File: src/rtl/upe_pipeadd.sv
// Pipelined three-operand adder: Out = A + B +/- C, two independent carry chains,
// one SLICE-bit carry-propagate stage per pipeline stage, valid/ready handshake.
module upe_pipeadd #(
    parameter int WIDTH  = 64,
    parameter int SLICE  = 32,
    parameter int SIGNED = 1
) (
    input  logic             CLK,
    input  logic             RST,
    input  logic             in_valid,
    output logic             in_ready,
    input  logic [WIDTH-1:0] A,
    input  logic [WIDTH-1:0] B,
    input  logic [WIDTH-1:0] C,
    input  logic             sub,
    input  logic             carryin1,
    input  logic             carryin2,
    output logic             out_valid,
    input  logic             out_ready,
    output logic [WIDTH-1:0] Out,
    output logic             carryout1,
    output logic             carryout2,
    output logic             ovf1,
    output logic             ovf2
);

    localparam int NSLICE = WIDTH / SLICE;
    localparam int LAST   = NSLICE - 1;

    // Handshake: a transaction is accepted on a rising edge with in_valid & in_ready and
    // delivered on a rising edge with out_valid & out_ready. Every stage advances together
    // on en = !out_valid | out_ready; with en low all stages (bubbles included) hold, so
    // Out and the flags stay stable until the consumer takes them.
    logic en;

    // Stage k registers; stage k feeds stage k+1, the last one drives the outputs.
    logic             vld_q [NSLICE];
    logic             sub_q [NSLICE];
    logic             c1_q  [NSLICE];
    logic             c2_q  [NSLICE];
    logic [WIDTH-1:0] res_q [NSLICE];
    logic [WIDTH-1:0] a_q   [NSLICE];
    logic [WIDTH-1:0] b_q   [NSLICE];
    logic [WIDTH-1:0] c_q   [NSLICE];
    logic             ovf1_q;
    logic             ovf2_q;

    // Stage k inputs: ports for stage 0, previous stage registers otherwise.
    logic             st_vld [NSLICE];
    logic             st_sub [NSLICE];
    logic             st_c1  [NSLICE];
    logic             st_c2  [NSLICE];
    logic [WIDTH-1:0] st_res [NSLICE];
    logic [WIDTH-1:0] st_a   [NSLICE];
    logic [WIDTH-1:0] st_b   [NSLICE];
    logic [WIDTH-1:0] st_c   [NSLICE];

    logic [SLICE-1:0] cs_w    [NSLICE];
    logic [SLICE:0]   s1_w    [NSLICE];
    logic [SLICE:0]   s2_w    [NSLICE];
    logic [WIDTH-1:0] nxt_res [NSLICE];
    logic             o1_w;
    logic             o2_w;

    assign out_valid = vld_q[LAST];
    assign en        = !out_valid | out_ready;
    assign in_ready  = en;

    always_comb begin
        st_vld[0] = in_valid;
        st_sub[0] = sub;
        st_c1[0]  = carryin1;
        // Subtraction adds ~C with an inverted borrow-in, so carryin2 flips with sub.
        st_c2[0]  = carryin2 ^ sub;
        st_res[0] = '0;
        st_a[0]   = A;
        st_b[0]   = B;
        st_c[0]   = C;
        for (int k = 1; k < NSLICE; k++) begin
            st_vld[k] = vld_q[k-1];
            st_sub[k] = sub_q[k-1];
            st_c1[k]  = c1_q[k-1];
            st_c2[k]  = c2_q[k-1];
            st_res[k] = res_q[k-1];
            st_a[k]   = a_q[k-1];
            st_b[k]   = b_q[k-1];
            st_c[k]   = c_q[k-1];
        end
    end

    always_comb begin
        for (int k = 0; k < NSLICE; k++) begin
            cs_w[k] = st_c[k][k*SLICE +: SLICE] ^ {SLICE{st_sub[k]}};
            s1_w[k] = {1'b0, st_a[k][k*SLICE +: SLICE]} + {1'b0, st_b[k][k*SLICE +: SLICE]}
                    + {{SLICE{1'b0}}, st_c1[k]};
            s2_w[k] = {1'b0, s1_w[k][SLICE-1:0]} + {1'b0, cs_w[k]} + {{SLICE{1'b0}}, st_c2[k]};
            nxt_res[k] = st_res[k];
            nxt_res[k][k*SLICE +: SLICE] = s2_w[k][SLICE-1:0];
        end
        // Carry into the MSB equals a_msb ^ b_msb ^ sum_msb, so this is cin_msb ^ cout.
        o1_w = st_a[LAST][WIDTH-1] ^ st_b[LAST][WIDTH-1] ^ s1_w[LAST][SLICE-1] ^ s1_w[LAST][SLICE];
        o2_w = s1_w[LAST][SLICE-1] ^ cs_w[LAST][SLICE-1] ^ s2_w[LAST][SLICE-1] ^ s2_w[LAST][SLICE];
    end

    always_ff @(posedge CLK or posedge RST) begin
        if (RST) begin
            for (int k = 0; k < NSLICE; k++) begin
                vld_q[k] <= 1'b0;
                sub_q[k] <= 1'b0;
                c1_q[k]  <= 1'b0;
                c2_q[k]  <= 1'b0;
                res_q[k] <= '0;
                a_q[k]   <= '0;
                b_q[k]   <= '0;
                c_q[k]   <= '0;
            end
            ovf1_q <= 1'b0;
            ovf2_q <= 1'b0;
        end else if (en) begin
            for (int k = 0; k < NSLICE; k++) begin
                vld_q[k] <= st_vld[k];
                sub_q[k] <= st_sub[k];
                c1_q[k]  <= s1_w[k][SLICE];
                c2_q[k]  <= s2_w[k][SLICE];
                res_q[k] <= nxt_res[k];
                a_q[k]   <= st_a[k];
                b_q[k]   <= st_b[k];
                c_q[k]   <= st_c[k];
            end
            ovf1_q <= (SIGNED != 0) && o1_w;
            ovf2_q <= (SIGNED != 0) && o2_w;
        end
    end

    assign Out       = res_q[LAST];
    assign carryout1 = c1_q[LAST];
    assign carryout2 = c2_q[LAST];
    assign ovf1      = ovf1_q;
    assign ovf2      = ovf2_q;

    // The last stage's operand/sub copies have no consumer downstream.
    logic unused_last_stage;
    assign unused_last_stage = ^{sub_q[LAST], a_q[LAST], b_q[LAST], c_q[LAST]};

endmodule

File: config.mk
export PLATFORM = sky130hd
export DESIGN_NAME = upe_pipeadd
export DESIGN_NICKNAME = d
export VERILOG_FILES = /design/src/rtl/upe_pipeadd.sv
export SDC_FILE = /design/constraint.sdc
export NUM_CORES = 1
export LEC_CHECK = 0
export BUFFER_PORTS_ARGS = -buffer_cell sky130_fd_sc_hd__buf_2
export CORE_MARGIN = 3
export CORE_UTILIZATION = 50
export DETAILED_ROUTE_END_ITERATION = 12
export GPL_TIMING_DRIVEN = 0
export PLACE_DENSITY = 0.74
export SYNTH_ARGS = -nofsm -noshare
export SYNTH_HDL_FRONTEND = slang
export SYNTH_SLANG_ARGS = --single-unit
File: constraint.sdc
create_clock -name CLK -period 5.8 [get_ports CLK]
set_input_delay 0.29 -clock CLK [delete_from_list [all_inputs] [get_ports CLK]]
set_output_delay 0.29 -clock CLK [all_outputs]
set_load 0.05 [all_outputs]
After elaboration in Yosys (flattened, before gate mapping) --
Index checks and enable logic that the tools add are counted.
Storage, ports and cells: bits in registers 297, output and inout port bits 70, word-level logic and storage cells 33, input port bits 199
Operators by class: add/subtract/negate cells 8, reduce and logical (&&, ||, !) cells 1, bitwise gates (word level) 10
Operator list (number):
- $add 32x32->33 | 4
- $add 33x1->33 | 4
- $xor 32x32->32 | 2
- $xor 1x1->1 | 7
- $logic_not 1->1 | 1
- $or 1x1->1 | 1

Depth between registers and ports, before layout --
depth after elaboration 6, mapped depth 22, gate-level depth less buffers 22

Worst setup path after synthesis --
Ideal clock, no wire load.
path type register to register, start point register c1_q[1] (netlist name), end point register ovf2_q, in the netlist ovf2, path buffers 0, arrival 4624 ps, stages on the path, launching flop included 23, period minus slack after synthesis 4788 ps, library setup time 164 ps, setup slack 1012 ps, required time 5636 ps, cell sequence dfrtp_1 fa_1 inv_1 fa_1 nor2b_1 o31a_1 o221ai_2 nand2b_1 a21o_1 a21o_1 a21oi_2 mux2i_1 or4_1 ha_1 nand2_1 o21ai_0 a221oi_1 o21ai_1 a31o_2 a31oi_2 o31a_1 xor2_1 a21oi_1
Between the ends: cells in the longest elaborated chain, start to end 5, elaborated cells on any way between the ends 6, classes of those cells add/sub: 3; bitwise: 3
Ends and longest elaborated chain:
- from (decl) | line 39 | logic c1_q [NSLICE];
- from (signal, indexed assignment) | line 123 | c1_q[k] <= s1_w[k][SLICE];
- $add 33x1->33 * | line 95 | + {{SLICE{1'b0}}, st_c1[k]};
- $add 32x32->33 | line 96 | s2_w[k] = {1'b0, s1_w[k][SLICE-1:0]} + {1'b0, cs_w[k]} + {{SLICE{1'b0}}, st_c2[k]};
- $add 33x1->33 | line 96
- $xor 1x1->1 | line 102 | o2_w = s1_w[LAST][SLICE-1] ^ cs_w[LAST][SLICE-1] ^ s2_w[LAST][SLICE-1] ^ s2_w[LAST][SLICE];
- $xor 1x1->1 * | line 102
- to (signal assigned) | line 131 | ovf2_q <= (SIGNED != 0) && o2_w;
- to (decl) | line 46 | logic ovf2_q;
Every way passes the cells marked *; elsewhere a longest branch is shown, timed or not. A chain may end at the register's enable or synchronous reset.

Worst setup path after layout --
Same ends and word-level chain as after synthesis.

==> reports/qor.yml <==
status:
  status: "finished, final reports clean"
power_and_ir_drop:
  finalPower_mw: 8.29
  ir_drop_mv: 0.234
  powerDensity_mw_per_mm2: 468
  p_leak_nw: 8.95
drt:
  ant_nets: 0
  vias: 13500
  route.detailed.drc: 0
  drtIter0Drc: 957
  viasPerCell: 5.41
  drt_wl_total_um: 41200
  dr.pass1.iters: 5
  wl_per_cell_um: 16.6
logic_synthesis:
  synth_fp_nets: 2063
  syn_area_per_cell_sq_um: 8.28
  synthArstFlopShare_pct: 100
  synthesis.area_sq_mm: 0.0143
  synth_edf_count: 0
  ys_seq_elements: 201
  synth_cell_types: 76
  synth_sequential_area_ratio_pct: 35.1
  yosysWarnings: 0
  synthFlopType: "dfrtp_1"
  syn_inst: 1732
placement:
  io_buffers: 267
  gp_congestion: 0.904
  dpl-instance-area_sq_mm: 0.0162
  post-place-cells: 2378
  hpwl_um: 31500
floorplanning:
  die-area_sq_mm: 0.0308
  start_util_pct: 51.2
  core_sq_mm: 0.0280
  die_x_um: 175
  die_height_um: 175
  row_count: 61
  io_pins: 269
clock_network:
  clkSinkCount: 201
  clock_latency_ns: 0.50
  htree_levels: 1
  clk_pin_slew_ns: 0.06
  cts_buffers: 23
  root_buffer: "clkbuf_16"
  cts_tree: "built"
  cts_buffer_depth: 3
  post_cts_buffers: 0
setup_path:
  endpoint_kind: "flip-flop"
  worst_ep_arrival_time_ns: 5.83
  crit_type: "reg2reg"
  cp_max_fo: 6
  cp-start-kind: "flip-flop"
  cp.required_ns: 6.16
sta:
  rsz0062_at_grt: "no"
  slew_viol_final: 0
  max-slew-margin-rel_pct: 42.4
  finalSetupViolCount: 0
  tightestPinTransition_ns: 0.864
  hold_violations: 0
  skew_ns: 0.00731
  fmax_mhz: 183
  fin_crit_ns: 5.47
  period_share_pct: 94.3
grt:
  grt-ovfl-total: 0
  grt_use_total_pct: 26.0
  grt_antenna_before_repair: 1
  grt_pass1_vias: 13400
  grt_pass1_wl_um: 65800
  grt_max_degree: 113
finish:
  layout.nets: 2431
  drive_above_1_share_pct: 15.8
  stdcell_count: 2489
  area_delta_synth_final_pct: 23.4
  postLayoutCoreUtil_pct: 63.2
  final_cell_area_sq_mm: 0.0177
min_path:
  hp-class: "in2reg"
run:
  drv_cap: 0
## final cells by class
cell class,instances,area [sq um]
diodes,1,2.50
plain buffers,64,240
clock buffers,30,642
clock inverters,5,100
fillers,2448,10300
inverters,36,143
multi-input cells,1431,8950
flip-flops and latches,201,5030
well taps,378,473
repair buffers,343,2110
## per-layer routing
layer  up-vias  track usage (%)  wire length, um
li1       6686                -                -
met1      6267             32.5            17300
met2       421             45.0            19400
met3        82             5.47             3050
met4         0             8.54             1430
met5         -                0                0
## path summary, 6_finish.rpt
check                           from        end  slack [ns]  cells after the start
setup / recovery             c1_q[1]       ovf2        0.33                     22
hold / removal                 A[62]   a_q[126]        0.01                      3
setup reg to reg             c1_q[1]       ovf2        0.33                     22
hold reg to reg            st_vld[0]  st_vld[0]        0.46                      2
max in group asynchronous        RST   c_q[117]        4.40                      4
min in group asynchronous        RST    Out[26]        0.42                      3
## flip-flops by register name, summed over array words and instances (netlist names)
name	cells
c1_q	1
b_q	32
carryout2	1
st_vld	1
ovf1	1
c_q	32
out_valid	1
ovf2	1
Out	64
carryout1	1
nxt_res	32
st_sub	1
c2_q	1
a_q	32
## placed cells by master, fill, tap and decap left out, types with 5 or more instances in the layout
cell type | synthesis | final
nand2_1 | 500 | 500
buf_2 | 0 | 267
dfrtp_1 | 201 | 201
a21oi_1 | 133 | 133
ha_1 | 124 | 124
xor2_1 | 102 | 102
o21ai_0 | 87 | 87
nor2_1 | 84 | 84
dlygate4sd3_1 | 0 | 75
a21o_1 | 66 | 66
xnor2_1 | 64 | 64
clkbuf_1 | 56 | 59
inv_1 | 35 | 34
clkbuf_16 | 0 | 23
nor2b_1 | 20 | 20
o21a_1 | 19 | 19
a31oi_1 | 16 | 16
nor3_1 | 15 | 15
o21bai_1 | 14 | 14
nand2b_1 | 12 | 12
o31ai_1 | 11 | 11
and3_1 | 10 | 10
nand3_1 | 10 | 10
nand4_1 | 10 | 10
buf_1 | 8 | 8
o211ai_1 | 8 | 8
fa_1 | 8 | 8
a31o_2 | 6 | 6
a211oi_1 | 6 | 6
and2_1 | 6 | 6
or2_2 | 5 | 5
nor3b_1 | 5 | 5
a211o_1 | 5 | 5
or3_1 | 5 | 5
## cell families (layout without fill, tap and decap cells)
kind of cell / Yosys count / in the layout / synth area share [%]
adders and majority gates: 132 / 132 / 11.9
DFF: 201 / 201 / 35.1
muxes: 6 / 6 / 0.445
xor gates and xnor gates: 166 / 166 / 10.1
and+or+nand+nor: 693 / 693 / 20.0
buffers and inverters: 100 / 478 / 2.62
AOI/OAI and AO/OA: 434 / 434 / 19.8
other: 0 / 1 / 0
## cell usage after synthesis, drive strengths merged, types with 6 or more instances
| cell type | instances | share of area, % |
|---|---|---|
| a2111oi | 6 | 0.54 |
| a211oi | 6 | 0.31 |
| a21o | 66 | 3.5 |
| a21oi | 137 | 4.9 |
| a31o | 6 | 0.37 |
| a31oi | 18 | 0.87 |
| and2 | 6 | 0.26 |
| and3 | 10 | 0.44 |
| buf | 8 | 0.21 |
| clkbuf | 56 | 1.5 |
| dfrtp | 201 | 35 |
| fa | 8 | 1.1 |
| ha | 124 | 11 |
| inv | 36 | 0.94 |
| nand2 | 500 | 13 |
| nand2b | 12 | 0.52 |
| nand3 | 10 | 0.35 |
| nand4 | 10 | 0.44 |
| nor2 | 84 | 2.2 |
| nor2b | 20 | 0.87 |
| nor3 | 15 | 0.52 |
| o211ai | 10 | 0.59 |
| o21a | 19 | 0.99 |
| o21ai | 91 | 3.2 |
| o21bai | 14 | 0.73 |
| o31ai | 13 | 0.75 |
| xnor2 | 64 | 3.9 |
| xor2 | 102 | 6.2 |
## critical path, stage by stage (launching register included)
cell	delay, ns
dfrtp_1	0.42
fa_1	0.49
inv_1	0.09
fa_1	0.23
nor2b_1	0.07
o31a_1	0.33
o221ai_4	0.26
nand2b_1	0.09
a21o_1	0.20
a21o_1	0.19
a21oi_2	0.20
mux2i_1	0.10
or4_1	0.53
ha_1	0.40
nand2_1	0.10
o21ai_0	0.11
a221oi_1	0.29
o21ai_1	0.16
a31o_2	0.32
a31oi_2	0.26
o31a_1	0.21
xor2_1	0.17
a21oi_1	0.08
## stage by stage
step	setup WS (ns)	hold WS, ns	TNS [ns]
detailed placement	0.350	0.428	0
floorplan	0.0276	0.402	0
CTS	0.323	0.000203	0
global route	0.00197	0.00896	0
global placement	-2.26	0.445	-451.71
finish	0.330	0.0114	0
## report_power, final
part / internal, mW / switching [mW] / total (mW)
Sequential: 1.85 / 0.273 / 2.13
Clock: 0.899 / 0.559 / 1.46
Combinational: 1.68 / 3.03 / 4.70
## timing repair
item                                    CTS  global route
resized for setup                         0             1
hold buffers                             74             1
endpoints found under the hold margin   162             1
endpoints found under the setup margin    0             2
No activity file was read; power rests on OpenSTA's default activity.
